===== src/rtl/memory_arbiter_pkg.sv =====
// Shared types and widths for the instruction/data memory arbiter.
// Latency: n/a (declarations only).
// Backpressure: n/a.
package memory_arbiter_pkg;

  localparam int ADDR_W  = 32;
  localparam int DATA_W  = 32;
  localparam int WMASK_W = 4;

  typedef enum logic [1:0] {
    IDLE   = 2'd0,
    WAIT_I = 2'd1,
    WAIT_D = 2'd2
  } arb_state_t;

endpackage


===== src/rtl/memory_arbiter_if.sv =====
// Bundle of instruction, data and shared-memory request/response signals.
// Latency: n/a (wires only).
// Backpressure: valid/ready on the three request channels, responses are unthrottled pulses.
// Modports: master = requesters plus memory (environment side), slave = the arbiter.
interface memory_arbiter_if;
  import memory_arbiter_pkg::*;

  // instruction fetch channel
  logic               i_req_valid;
  logic               i_req_ready;
  logic [ADDR_W-1:0]  i_req_addr;
  logic               i_kill;
  logic               i_resp_valid;
  logic [ADDR_W-1:0]  i_resp_addr;
  logic [DATA_W-1:0]  i_resp_inst;

  // data channel
  logic               d_req_valid;
  logic               d_req_ready;
  logic [ADDR_W-1:0]  d_req_addr;
  logic               d_req_wen;
  logic [DATA_W-1:0]  d_req_wdata;
  logic [WMASK_W-1:0] d_req_wmask;
  logic               d_resp_valid;
  logic [ADDR_W-1:0]  d_resp_addr;
  logic [DATA_W-1:0]  d_resp_rdata;

  // shared memory port
  logic               m_req_valid;
  logic               m_req_ready;
  logic [ADDR_W-1:0]  m_req_addr;
  logic               m_req_wen;
  logic [DATA_W-1:0]  m_req_wdata;
  logic [WMASK_W-1:0] m_req_wmask;
  logic               m_resp_valid;
  logic [DATA_W-1:0]  m_resp_rdata;

  modport master (
    output i_req_valid, i_req_addr, i_kill,
    output d_req_valid, d_req_addr, d_req_wen, d_req_wdata, d_req_wmask,
    output m_req_ready, m_resp_valid, m_resp_rdata,
    input  i_req_ready, i_resp_valid, i_resp_addr, i_resp_inst,
    input  d_req_ready, d_resp_valid, d_resp_addr, d_resp_rdata,
    input  m_req_valid, m_req_addr, m_req_wen, m_req_wdata, m_req_wmask
  );

  modport slave (
    input  i_req_valid, i_req_addr, i_kill,
    input  d_req_valid, d_req_addr, d_req_wen, d_req_wdata, d_req_wmask,
    input  m_req_ready, m_resp_valid, m_resp_rdata,
    output i_req_ready, i_resp_valid, i_resp_addr, i_resp_inst,
    output d_req_ready, d_resp_valid, d_resp_addr, d_resp_rdata,
    output m_req_valid, m_req_addr, m_req_wen, m_req_wdata, m_req_wmask
  );

endinterface


===== src/rtl/memory_arbiter_starve_counter.sv =====
// Counts consecutive data grants taken while an instruction fetch waits; flags when the limit is hit.
// Latency: count updates one cycle after the grant; starve_hit is a direct decode of the count.
// Backpressure: none, observes grants only.
// Ports: clk/rst_n, idle (arbiter in IDLE), i_req_valid, i_grant/d_grant (accepted memory request), starve_hit.
module arb_starve_counter
  import memory_arbiter_pkg::*;
#(
  parameter int STARVE_LIMIT = 4
) (
  input  logic clk,
  input  logic rst_n,
  input  logic idle,
  input  logic i_req_valid,
  input  logic i_grant,
  input  logic d_grant,
  output logic starve_hit
);

  localparam logic [3:0] LIMIT = 4'(STARVE_LIMIT);

  logic [3:0] cnt;

  always_ff @(posedge clk or negedge rst_n) begin
    if (!rst_n) begin
      cnt <= '0;
    end else if (i_grant || (idle && !i_req_valid)) begin
      cnt <= '0;
    end else if (d_grant && i_req_valid && (cnt != LIMIT)) begin
      cnt <= cnt + 4'd1;
    end
  end

  assign starve_hit = (cnt == LIMIT);

endmodule


===== src/rtl/memory_arbiter.sv =====
// Arbitrates instruction and data requests onto one memory port, one request outstanding at a time.
// Latency: request passes through combinationally in IDLE; response passes through in the cycle it arrives.
// Backpressure: winner's ready follows m_req_ready in IDLE, both readies low while a request is outstanding.
// Ports: clk, rst_n (async, active-low), bus (memory_arbiter_if.slave).
// Build option: define ARBITER_FAIRNESS_EN to let a starved instruction fetch win after STARVE_LIMIT data grants.
module memory_arbiter
  import memory_arbiter_pkg::*;
#(
  parameter int STARVE_LIMIT = 4
) (
  input  logic             clk,
  input  logic             rst_n,
  memory_arbiter_if.slave  bus
);

  arb_state_t        state;
  logic [ADDR_W-1:0] lat_addr;
  logic              discard;
  logic              idle;
  logic              grant_i;
  logic              i_pri;
  logic              m_vld;
  logic              m_fire;

  if (STARVE_LIMIT < 1 || STARVE_LIMIT > 15) begin : g_bad_limit
    $error("memory_arbiter: STARVE_LIMIT must be in 1..15");
  end

  assign idle    = (state == IDLE);
  assign grant_i = bus.i_req_valid & (~bus.d_req_valid | i_pri);
  // outputs are forced low while reset is asserted, independent of the clock
  assign m_vld   = rst_n & idle & (bus.i_req_valid | bus.d_req_valid);
  assign m_fire  = m_vld & bus.m_req_ready;

`ifdef ARBITER_FAIRNESS_EN
  logic starve_hit;

  arb_starve_counter #(
    .STARVE_LIMIT (STARVE_LIMIT)
  ) u_starve (
    .clk         (clk),
    .rst_n       (rst_n),
    .idle        (idle),
    .i_req_valid (bus.i_req_valid),
    .i_grant     (m_fire & grant_i),
    .d_grant     (m_fire & ~grant_i),
    .starve_hit  (starve_hit)
  );

  assign i_pri = starve_hit;
`else
  assign i_pri = 1'b0;
`endif

  always_ff @(posedge clk or negedge rst_n) begin
    if (!rst_n) begin
      state    <= IDLE;
      lat_addr <= '0;
      discard  <= 1'b0;
    end else begin
      case (state)
        IDLE: begin
          discard <= 1'b0;
          if (m_fire) begin
            lat_addr <= grant_i ? bus.i_req_addr : bus.d_req_addr;
            state    <= grant_i ? WAIT_I : WAIT_D;
          end
        end
        WAIT_I: begin
          if (bus.m_resp_valid) begin
            state   <= IDLE;
            discard <= 1'b0;
          end else if (bus.i_kill) begin
            discard <= 1'b1;
          end
        end
        WAIT_D: begin
          if (bus.m_resp_valid) state <= IDLE;
        end
        default: state <= IDLE;
      endcase
    end
  end

  // request side: mux the winner onto the memory port; instruction fetches never write
  always_comb begin
    bus.m_req_valid = m_vld;
    bus.m_req_addr  = '0;
    bus.m_req_wen   = 1'b0;
    bus.m_req_wdata = '0;
    bus.m_req_wmask = '0;
    bus.i_req_ready = 1'b0;
    bus.d_req_ready = 1'b0;
    if (rst_n && idle) begin
      if (grant_i) begin
        bus.m_req_addr  = bus.i_req_addr;
        bus.i_req_ready = bus.m_req_ready;
      end else begin
        bus.m_req_addr  = bus.d_req_addr;
        bus.m_req_wen   = bus.d_req_wen;
        bus.m_req_wdata = bus.d_req_wdata;
        bus.m_req_wmask = bus.d_req_wmask;
        bus.d_req_ready = bus.m_req_ready;
      end
    end
  end

  // response side: a kill in the arrival cycle drops the response just like an earlier kill
  always_comb begin
    bus.i_resp_valid = rst_n & (state == WAIT_I) & bus.m_resp_valid & ~discard & ~bus.i_kill;
    bus.d_resp_valid = rst_n & (state == WAIT_D) & bus.m_resp_valid;
    bus.i_resp_addr  = rst_n ? lat_addr : '0;
    bus.d_resp_addr  = rst_n ? lat_addr : '0;
    bus.i_resp_inst  = rst_n ? bus.m_resp_rdata : '0;
    bus.d_resp_rdata = rst_n ? bus.m_resp_rdata : '0;
  end

endmodule


===== src/flat_wrapper.sv =====
// flat-port wrapper written by rule: the top's interface ports become plain ports
module memory_arbiter_flat import memory_arbiter_pkg::*;
#(
  parameter int STARVE_LIMIT = 4
)
  (clk, rst_n, bus_i_req_valid, bus_i_req_addr, bus_i_kill, bus_d_req_valid, bus_d_req_addr, bus_d_req_wen, bus_d_req_wdata, bus_d_req_wmask, bus_m_req_ready, bus_m_resp_valid, bus_m_resp_rdata, bus_i_req_ready, bus_i_resp_valid, bus_i_resp_addr, bus_i_resp_inst, bus_d_req_ready, bus_d_resp_valid, bus_d_resp_addr, bus_d_resp_rdata, bus_m_req_valid, bus_m_req_addr, bus_m_req_wen, bus_m_req_wdata, bus_m_req_wmask);
  memory_arbiter_if bus_i ();
  input  logic clk;
  input  logic rst_n;
  input wire logic [$bits(bus_i.i_req_valid)-1:0] bus_i_req_valid;
  input wire logic [$bits(bus_i.i_req_addr)-1:0] bus_i_req_addr;
  input wire logic [$bits(bus_i.i_kill)-1:0] bus_i_kill;
  input wire logic [$bits(bus_i.d_req_valid)-1:0] bus_d_req_valid;
  input wire logic [$bits(bus_i.d_req_addr)-1:0] bus_d_req_addr;
  input wire logic [$bits(bus_i.d_req_wen)-1:0] bus_d_req_wen;
  input wire logic [$bits(bus_i.d_req_wdata)-1:0] bus_d_req_wdata;
  input wire logic [$bits(bus_i.d_req_wmask)-1:0] bus_d_req_wmask;
  input wire logic [$bits(bus_i.m_req_ready)-1:0] bus_m_req_ready;
  input wire logic [$bits(bus_i.m_resp_valid)-1:0] bus_m_resp_valid;
  input wire logic [$bits(bus_i.m_resp_rdata)-1:0] bus_m_resp_rdata;
  output wire logic [$bits(bus_i.i_req_ready)-1:0] bus_i_req_ready;
  output wire logic [$bits(bus_i.i_resp_valid)-1:0] bus_i_resp_valid;
  output wire logic [$bits(bus_i.i_resp_addr)-1:0] bus_i_resp_addr;
  output wire logic [$bits(bus_i.i_resp_inst)-1:0] bus_i_resp_inst;
  output wire logic [$bits(bus_i.d_req_ready)-1:0] bus_d_req_ready;
  output wire logic [$bits(bus_i.d_resp_valid)-1:0] bus_d_resp_valid;
  output wire logic [$bits(bus_i.d_resp_addr)-1:0] bus_d_resp_addr;
  output wire logic [$bits(bus_i.d_resp_rdata)-1:0] bus_d_resp_rdata;
  output wire logic [$bits(bus_i.m_req_valid)-1:0] bus_m_req_valid;
  output wire logic [$bits(bus_i.m_req_addr)-1:0] bus_m_req_addr;
  output wire logic [$bits(bus_i.m_req_wen)-1:0] bus_m_req_wen;
  output wire logic [$bits(bus_i.m_req_wdata)-1:0] bus_m_req_wdata;
  output wire logic [$bits(bus_i.m_req_wmask)-1:0] bus_m_req_wmask;
  assign bus_i.i_req_valid = bus_i_req_valid;
  assign bus_i.i_req_addr = bus_i_req_addr;
  assign bus_i.i_kill = bus_i_kill;
  assign bus_i.d_req_valid = bus_d_req_valid;
  assign bus_i.d_req_addr = bus_d_req_addr;
  assign bus_i.d_req_wen = bus_d_req_wen;
  assign bus_i.d_req_wdata = bus_d_req_wdata;
  assign bus_i.d_req_wmask = bus_d_req_wmask;
  assign bus_i.m_req_ready = bus_m_req_ready;
  assign bus_i.m_resp_valid = bus_m_resp_valid;
  assign bus_i.m_resp_rdata = bus_m_resp_rdata;
  assign bus_i_req_ready = bus_i.i_req_ready;
  assign bus_i_resp_valid = bus_i.i_resp_valid;
  assign bus_i_resp_addr = bus_i.i_resp_addr;
  assign bus_i_resp_inst = bus_i.i_resp_inst;
  assign bus_d_req_ready = bus_i.d_req_ready;
  assign bus_d_resp_valid = bus_i.d_resp_valid;
  assign bus_d_resp_addr = bus_i.d_resp_addr;
  assign bus_d_resp_rdata = bus_i.d_resp_rdata;
  assign bus_m_req_valid = bus_i.m_req_valid;
  assign bus_m_req_addr = bus_i.m_req_addr;
  assign bus_m_req_wen = bus_i.m_req_wen;
  assign bus_m_req_wdata = bus_i.m_req_wdata;
  assign bus_m_req_wmask = bus_i.m_req_wmask;
  memory_arbiter #(.STARVE_LIMIT(STARVE_LIMIT)) u_core (.clk(clk), .rst_n(rst_n), .bus(bus_i));
endmodule

===== config.mk =====
export PLATFORM = sky130hd
export DESIGN_NAME = memory_arbiter_flat
export DESIGN_NICKNAME = d
export VERILOG_FILES = /design/src/rtl/memory_arbiter_pkg.sv /design/src/rtl/memory_arbiter_if.sv /design/src/rtl/memory_arbiter_starve_counter.sv /design/src/rtl/memory_arbiter.sv /design/src/flat_wrapper.sv
export SDC_FILE = /design/constraint.sdc
export NUM_CORES = 1
export LEC_CHECK = 0
export ABC_CLOCK_PERIOD_IN_PS = 4300
export CAP_MARGIN = 30
export CORE_AREA = 2 2 134 136
export DETAILED_ROUTE_END_ITERATION = 12
export DIE_AREA = 0 0 136 138
export GPL_ROUTABILITY_DRIVEN = 1
export PLACE_DENSITY = 0.57
export SLEW_MARGIN = 30
export SYNTH_ARGS = -nofsm -noshare
export SYNTH_HDL_FRONTEND = slang
export SYNTH_HIERARCHICAL = 1
export SYNTH_SLANG_ARGS = --single-unit

===== constraint.sdc =====
create_clock -name clk -period 4.3 [get_ports clk]
set_input_delay 0.43 -clock clk [delete_from_list [all_inputs] [get_ports clk]]
set_output_delay 0.43 -clock clk [all_outputs]
set_load 0.005 [all_outputs]

* Word level (Yosys, flattened, before mapping)
Cells that the tools add are included.
** Storage, ports and cells
- Bits in registers :: 35
- Bits of input ports :: 140
- Output and inout bits :: 202
- Logic and storage cells :: 50
** Operators by class
- Equal/unequal tests :: 5
- Multiplexer cells :: 21
- Bitwise operators :: 14
- Reductions and logical operators :: 7
** Operators with widths (count)
- $mux W32 :: 6
- $and A1 B1 Y1 :: 10
- $mux W1 :: 8
- $mux W4 :: 2
- $mux W2 :: 3
- $reduce_and A2 Y1 :: 3
- $pmux W2 S2 :: 1
- $ne A3 B3 Y1 const B :: 1
- $not A1 Y1 :: 3
- $eq A2 B1 Y1 const B :: 1
- $eq A2 B2 Y1 const B :: 1
- $logic_not A2 Y1 :: 1
- $ne A2 B1 Y1 const B :: 1
- $ne A2 B2 Y1 const B :: 1
- $pmux W1 S2 :: 1
- $reduce_bool A2 Y1 :: 1
- $reduce_or A2 Y1 :: 1
- $logic_and A1 B1 Y1 :: 1
- $or A1 B1 Y1 :: 1

* Longest topological paths before layout
- Word-level depth :: 6
- Gate-level depth with buffers :: 7

* Worst setup path before layout
OpenSTA, ideal clock, no wires.
- Path kind :: register to output
- From :: register u_core.state[0]
- To :: output port bus_m_req_wdata[10]
- Data arrival time :: 1.442 ns
- Path slack :: 2.428 ns
- Stages on the path, launching flop included :: 7
- Path through :: dfrtp_1 -> inv_1 -> ha_1 -> nand2_1 -> nor2_4 -> clkbuf_1 -> and2_1
** Between the ends
- Cells in the longest elaborated chain, start to end :: 3
** RTL lines
- start: declaration :: line memory_arbiter.sv:16 : arb_state_t state;
- start signal: assignment :: line memory_arbiter.sv:66 : state <= grant_i ? WAIT_I : WAIT_D;
- $logic_not A2 Y1 :: line memory_arbiter.sv:29 : assign idle = (state == IDLE);
- $logic_and A1 B1 Y1 :: line memory_arbiter.sv:94 : if (rst_n && idle) begin
- $mux W32 :: line memory_arbiter.sv:94
- end: declaration :: line flat_wrapper.sv:32 : output wire logic [$bits(bus_i.m_req_wdata)-1:0] bus_m_req_wdata;
No other way between the ends.

* Final worst setup path
- From :: input port bus_i_req_valid
- To :: output port bus_m_req_addr[3]
** Between the ends
- Cells in the longest elaborated chain, start to end :: 3
** RTL lines
- start: declaration :: line flat_wrapper.sv:10 : input wire logic [$bits(bus_i.i_req_valid)-1:0] bus_i_req_valid;
- $and A1 B1 Y1 :: line memory_arbiter.sv:30 : assign grant_i = bus.i_req_valid & (~bus.d_req_valid | i_pri);
- $mux W32 :: line memory_arbiter.sv:95 : if (grant_i) begin
- $mux W32 :: line memory_arbiter.sv:94
- end: declaration :: line flat_wrapper.sv:30 : output wire logic [$bits(bus_i.m_req_addr)-1:0] bus_m_req_addr;
No other way between the ends.

==> results.md <==
* Pleak at around 0.0025 uW
* Flop2flop setup slack at ~2.1 ns
* Fin area at 6317 sq um
* CTS buffer count at 5
* Post-CTS resize count at 0
* Final HPWL DP at between 10000 and 15000 um
* Worst Hold Class: in2async
* Worst Skew at 0.006060 ns
* Hold Buf Count CTS at 0
* Largest net degree at the start of global routing at 67
* Pwr dens at 350.5 nW/um^2
* Cell Rows at between 40 and 50
* GPL Wtd Cong at around 0.88
* CTS tree: done
* Setup violations, final at 0
* Worst R2R Path Depth at 5
* Post-synthesis average cell area at 7.945 sq um
* Setup crit start kind: primary input
* CP Max Fanout at 18
* Tmin final at 3.209 ns
* DRC violations left at 0
* Detailed-route vias per instance at 3.960
* Setup bufs post-CTS at 0
* Sink Count at 35
* Die ar. at between 15000 and 20000 sq um
* Status: finished clean
* Reg-to-Reg End: u_core/state[1]
* First drt pass iteration count at 4
* Dpl ws at between 1 and 1.5 ns
* WL final at 12680 um
* # IOs at between 300 and 400
* Post-synthesis cell count at 380
* Worst setup margin at 1.091 ns
* CP Launch Point: bus_i_req_valid
* RSZ-0062 raised after global routing: false
* Seq cells post-synth at 35
* Syn nets at 523
* Die Width at between 100 and 150 um
* Max Slew Vio Count at 0
* CTS clk-pin slew, worst paths at roughly 0.060 ns
* R2r startpoint: u_core/state[0]
* CTS max path bufs at 2
* CTS root buf: clkbuf_16
* Initial antenna violation count at 0
* First-pass GRT wire length at 18820 um
* Share of cells above drive strength 1 at 2.326%
* Yosys top cell area share at 29.01%
* Wire per inst at 14.50 um
* Cell area after synthesis at between 3000 and 4000 sq um
* Final hold slack at ~0.085 ns
* Worst-margin pin slew at 0.8825 ns
* Core area at 17530 sq um
* Crit end category: output port
* Ant. Diodes at 0
* Placed inst area at ~6200 sq um
* Setup_tns at 0 ns
* Area growth syn-to-layout at 109.2%
* Warnings, synthesis at 6
* Critical path arrival at ~2.8 ns
* Final ANT Viol Nets at 0
* Seq/Total Area, Yosys at slightly below 30%
* Cell variety after synth at 24
* Max Clk Rate at between 300 and 400 MHz
* Max-cap viol count at 0
* Final Hold Vio Count at 0
* Later-pin clock latency in the skew report at between 0.2 and 0.3 ns
* Max IR drop VDD at about 0.00011 V
* Die height at roughly 140 um
* Starting Density at around 17%
* GR Util All Layers at 12.85%
* Vias in the first global route at roughly 3500
* Max H-tree Level at 2
* Port-buffer cells at around 340
* Vias at about 3500
* Worst Path Required at approximately 3.9 ns
* Synth top area cells: dfrtp_1 (29%), and2_1 (21%), buf_4 (16%)
* Final Net Count at around 790
* Fill count at ~1800
* Crit Path Category: in2out
* Drt initial violations at 53
* Fin crit share at between 70% and 80%
* Slew headroom at 41.17%
* GRT overflow at 0
* Area leader, netlist: dfrtp_1
## metal layers
metal	part of all wire (%)	up-vias	routed length, um	GRT usage, %
met1	34	1568	4341	12.92
li1	-	1675	-	-
met4	1.6	0	206	3.564
met5	0	-	0	0
met3	8.8	9	1114	2.457
met2	55	209	7015	26.02
## layout make-up
cell class	count	area, sq um	area share, %
repair buffers	345	3453	54.66
multi-input cells	254	1549	24.52
flip-flops and latches	35	875.8	13.86
well taps	229	286.5	4.536
clock buffers	6	128.9	2.040
clock inverters	2	12.51	0.1981
inverters	3	11.26	0.1783
## registers in the layout, indices dropped and copies added, names as in the netlist
register,cells
u_core/lat_addr,32
u_core/discard,1
u_core/state,2
## where the power goes
group / leakage [uW] / internal, uW / switching [uW]
Clock: 0.0000669 / 214 / 140
Combinational: 0.00197 / 805 / 504
Sequential: 0.000438 / 479 / 72.1
Total: 0.00247 / 1500 / 716
## synth_stat cells
cell type	n
a211o_1	1
a21oi_1	1
and2_1	101
and3_1	2
and4_1	1
buf_2	4
buf_4	65
buf_6	3
clkbuf_1	16
dfrtp_1	35
ha_1	3
inv_1	3
mux2i_1	32
nand2_1	34
nand2b_1	1
nand3_1	1
nor2_1	37
nor2_4	1
nor2b_1	2
nor3_1	1
o2111ai_2	1
o21ai_0	33
o32ai_1	1
or4b_1	1
## cells in the final DEF, fill, tap and decap left out, drive strengths merged
master           n
or4b             1
ha               3
nand3            1
nand2           34
and4             1
and2           101
inv              3
clkbuf           6
nor3             1
a21oi            1
clkdlybuf4s50  340
and3             2
dfrtp           35
nor2            38
nor2b            2
buf              5
clkinv           1
clkinvlp         1
nand2b           1
mux2i           32
o21ai           33
a211o            1
o2111ai          1
o32ai            1
## worst max-delay path: stages
cell	delay, ns
clkdlybuf4s50_1	0.57
nor2b_4	0.66
buf_12	0.27
mux2i_1	0.27
nor2_1	0.06
clkdlybuf4s50_1	0.46
## worst max path at each step
stage / endpoint / cells after the start
2_1_floorplan: bus_m_req_wdata[10] / 6
3_3_place_gp: bus_m_req_addr[9] / 6
3_5_place_dp: bus_m_req_addr[14] / 6
4_1_cts: bus_m_req_addr[14] / 6
5_1_grt: bus_m_req_addr[6] / 6
6_report: bus_m_req_addr[3] / 6
## logic make-up (layout without fill, tap and decap cells)
logic type | after synthesis | count (layout) | share of synthesized area, %
buf+inv | 91 | 356 | 20.31
mux | 32 | 32 | 10.61
fa+ha+maj | 3 | 3 | 1.243
compound gates | 37 | 37 | 6.713
flops | 35 | 35 | 29.01
simple gates | 182 | 182 | 32.12
## stage by stage
step                      cells  utilization, %  power [uW]
final                       874           36.03        2214
after global routing        874           36.03        2395
after floorplan             380               -        1122
after detailed placement    866           35.22        1891
after global placement      866           35.22        1888
after CTS                   874           36.03        2264
(Power assumes the default switching activity.)
==> RTL change 1, RTL diff (config.mk and constraints unchanged) <==
Reset style: synchronous (`rst_n`), changed in one clocked block. Comments in the files are not updated.
--- a/src/rtl/memory_arbiter.sv
+++ b/src/rtl/memory_arbiter.sv
@@ -52,7 +52,7 @@
   assign i_pri = 1'b0;
 `endif
 
-  always_ff @(posedge clk or negedge rst_n) begin
+  always_ff @(posedge clk) begin
     if (!rst_n) begin
       state    <= IDLE;
       lat_addr <= '0;
Function: same outputs for any inputs over 4 cycles, from zero or initial values and one cycle with rst_n low; that may be too few to reach the edited logic, so the function may still have changed.
==> RTL change 1 against the original RTL <==
Maximum frequency shrank 3.9%. Wire length grew 2.8%. Sequential cell count unchanged. Final area is 1.7% lower. Sequential share of layout area decreased by 2.6 points. Area after synthesis is 2.6% lower. Worst setup slack got worse by 130 ps. Clock skew about the same. Critical endpoint is now bus_m_req_addr[7].
Power is not compared: it rests on default switching activity, and its combinational part moved more than twofold at a synthesized area within 25%.
==> RTL change 1: results <==
set metrics [dict create \
    outcome "finished clean" \
    path_delay_family "buffers and inverters" \
    via_per_inst 3.93 \
    wl_met3_um 865 \
    r2r_start "u_core/state[0]" \
    top_layer "met4" \
    cp_max_fo 16 \
    cts_resized 0 \
    synth_area_leaders "dfxtp_1 24%, and2_1 21%, buf_4 17%, mux2i_1 11%, o21ai_1 5.6%" \
    max_freq_mhz 299 \
    grt_max_degree 39 \
    post_dp_cell_area_um2 6040 \
    drt-met1-wl_mm 5.36 \
    crit_arrival_ps 2910 \
    yosysSeqAreaShare_pct 23.8 \
    rr_worst_depth 6 \
    drive_above_1_share_pct 3.09 \
    synth_area_per_cell_um2 7.66 \
    hpwl_mm 10.6 \
    yosys.cell_types.count 26 \
    nets 789 \
    synthesis.nets 527 \
    gp_congestion 0.813 \
    reg2reg_to "u_core/lat_addr[16]" \
    skew_ps 6.23 \
    drt-wirelength-per-cell_um 14.9 \
    hp-class "reg2reg" \
    cts_buffers 5 \
    vias 3443 \
    wl_met2_mm 6.73 \
    whs_ps 505 \
    relSlewSlack_pct 50.0 \
    cp_slowest_cell "nor2b_4" \
    dp_slack_ps 931 \
    synthArstFlopShare_pct 0 \
    drtIter0Drc 104 \
    synthFlopType "dfxtp_1" \
    min-delay-start "u_core/state[1]" \
    grt_pass1_wl_mm 19.4 \
    dpl.cell_count 868 \
    ys_top_cells_by_count "101 x and2_1, 65 x buf_4, 36 x nor2_1" \
    grt.total_usage_pct 13.1 \
    rrSetupSlack_ps 2460 \
]
-- RTL change 1: routing by layer --
metal / GRT usage (%) / up-vias
li1: - / 1711
met1: 15.7 / 1570
met2: 24.3 / 158
met3: 2.05 / 4
met4: 2.36 / 0
met5: 0 / -
-- RTL change 1: worst max-delay path by stage --
| stage | endpoint |
|---|---|
| 5_1_grt | bus_m_req_wmask[3] |
| 4_1_cts | bus_m_req_wdata[22] |
| 2_1_floorplan | bus_m_req_wdata[10] |
| 6_report | bus_m_req_addr[7] |
| 3_3_place_gp | bus_m_req_addr[7] |
| 3_5_place_dp | bus_m_req_wdata[17] |
-- RTL change 1: area by class of cell --
| type | count | area (µm²) | area share [%] |
|---|---|---|---|
| Multi-Input combinational cell | 256 | 1600 | 25.8 |
| Clock buffer | 5 | 125 | 2.01 |
| Timing Repair Buffer | 346 | 3450 | 55.5 |
| Tap cell | 229 | 287 | 4.61 |
| Inverter | 2 | 7.51 | 0.121 |
| Sequential cell | 35 | 701 | 11.3 |
| Clock inverter | 3 | 43.8 | 0.705 |
-- RTL change 1: cell families (layout without fill, tap and decap cells) --
logic type	after synthesis	in the layout	share of synthesized area (%)
and+or+nand+nor	152	152	29.8
buffers and inverters	93	356	22.1
AOI/OAI and AO/OA	69	69	12.1
DFF	35	35	23.8
muxes	32	32	10.9
adders and majority gates	3	3	1.28
-- RTL change 1: tightest hold or removal path, delay by kind of cell (launching register included) --
family / cells / cell delay (ps)
DFF: 1 / 330
AOI/OAI and AO/OA: 1 / 60
and+or+nand+nor: 1 / 60
-- RTL change 1: power groups by stage --
stage	logic, mW	clock network, mW	registers [mW]
after floorplan	0.212	0	0.361
after global placement	0.542	0	0.362
after detailed placement	0.544	0	0.363
after CTS	0.548	0.440	0.355
after global routing	0.583	0.449	0.358
final	0.539	0.418	0.355
==> RTL change 2, RTL diff (config.mk and constraints unchanged) <==
Without the edit above. Set the package constant `DATA_W` to 24 (it was 32).
--- a/src/rtl/memory_arbiter_pkg.sv
+++ b/src/rtl/memory_arbiter_pkg.sv
@@ -4,7 +4,7 @@
 package memory_arbiter_pkg;
 
   localparam int ADDR_W  = 32;
-  localparam int DATA_W  = 32;
+  localparam int DATA_W  = 24;
   localparam int WMASK_W = 4;
 
   typedef enum logic [1:0] {
Ports: changed (5 resized); port bits go from 342 to 302. The function was not compared with the original's and may differ.
==> RTL change 2 against the original RTL <==
Worst setup slack improved by 61 ps. Largest power group unchanged. Maximum frequency increased by 1.9%. Largest cell class unchanged. First-iteration DRC count up 19%. Wire length decreased by 9.1%. Final area is 8.2% lower. Synthesized cell count decreased by 6.6%. Sequential cell count stayed put. Core utilization fell by 2.9 points. Area after synthesis fell by 5.9%. Power is 2.9% lower. Non-clock buffer count decreased by 40.
==> RTL change 2: results <==
set metrics [dict create \
    outcome "finished clean" \
    grt.total_usage_pct 11.8 \
    skew_ps 6.67 \
    crit_arrival_ps 2720 \
    gp_congestion 0.861 \
    yosys.cell_types.count 22 \
    worst_slew_pin_slew_ps 819 \
    yosysSeqAreaShare_pct 30.8 \
    post_dp_cell_area_um2 5660 \
    grt_pass1_vias 3273 \
    endpoint "bus_m_req_addr[19]" \
    grtUsageMet1_pct 13.3 \
    synth_area_leaders "dfrtp_1 31%, and2_1 19%, buf_4 16%, mux2i_1 11%, o21ai_1 5.8%" \
    max-vdd-ir-drop_uv 161 \
    synthesis.nets 482 \
    nFillCells 1812 \
    grt_max_degree 64 \
    grt_use_met2_pct 22.4 \
    wl_met3_um 742 \
    vias 3098 \
    wl_mm 11.5 \
    met3_usage_pct 2.75 \
    wl_met2_mm 6.08 \
    rrSetupSlack_ps 2220 \
    p_leak_nw 2.28 \
    nets 715 \
    ys_top_cells_by_count "85 x and2_1, 60 x buf_4, 38 x nor2_1" \
    hpwl_mm 9.09 \
    drive_above_1_share_pct 2.55 \
    grt_pass1_wl_mm 17.5 \
]
## RTL change 2: cells by family (layout without fill, tap and decap cells)
logic type	after synthesis	after routing	share of synthesized area, %
compound gates	37	37	7.14
mux	32	32	11.3
fa+ha+maj	3	3	1.32
buf+inv	82	315	19.1
simple gates	166	166	30.4
flops	35	35	30.8
## RTL change 2: layout make-up
type | count | area [µm²] | share of cell area (%)
Sequential cell | 35 | 876 | 15.1
Clock buffer | 6 | 139 | 2.39
Inverter | 3 | 11.3 | 0.194
Timing Repair Buffer | 305 | 3040 | 52.4
Clock inverter | 1 | 5.00 | 0.0863
Tap cell | 229 | 287 | 4.94
Multi-Input combinational cell | 238 | 1440 | 24.9
## RTL change 2: worst max-delay path: stages
cell             delay (ps)
clkdlybuf4s50_1         590
nor2b_4                 200
buf_4                   530
mux2i_1                 390
nor2_1                   80
clkdlybuf4s50_1         470
## RTL change 2: metrics by stage
step	std cells	worst slack, ps
finish	817	1150
global route	817	981
CTS	817	1090
detailed placement	810	1100
global placement	810	1180
floorplan	355	2440
## RTL change 2: worst min path at each step
stage	endpoint	depth (start not counted)	slack, ps
after floorplan	u_core/discard	0	130
after global placement	u_core/lat_addr[12]	1	370
after detailed placement	u_core/lat_addr[12]	1	370
after CTS	u_core/lat_addr[12]	1	60
after global routing	u_core/lat_addr[12]	1	80
final	u_core/lat_addr[12]	1	60
## RTL change 2: where the power goes
part / internal, mW / switching, mW / total [mW]
Clock: 0.226 / 0.137 / 0.363
Sequential: 0.479 / 0.0688 / 0.548
Combinational: 0.761 / 0.477 / 1.24
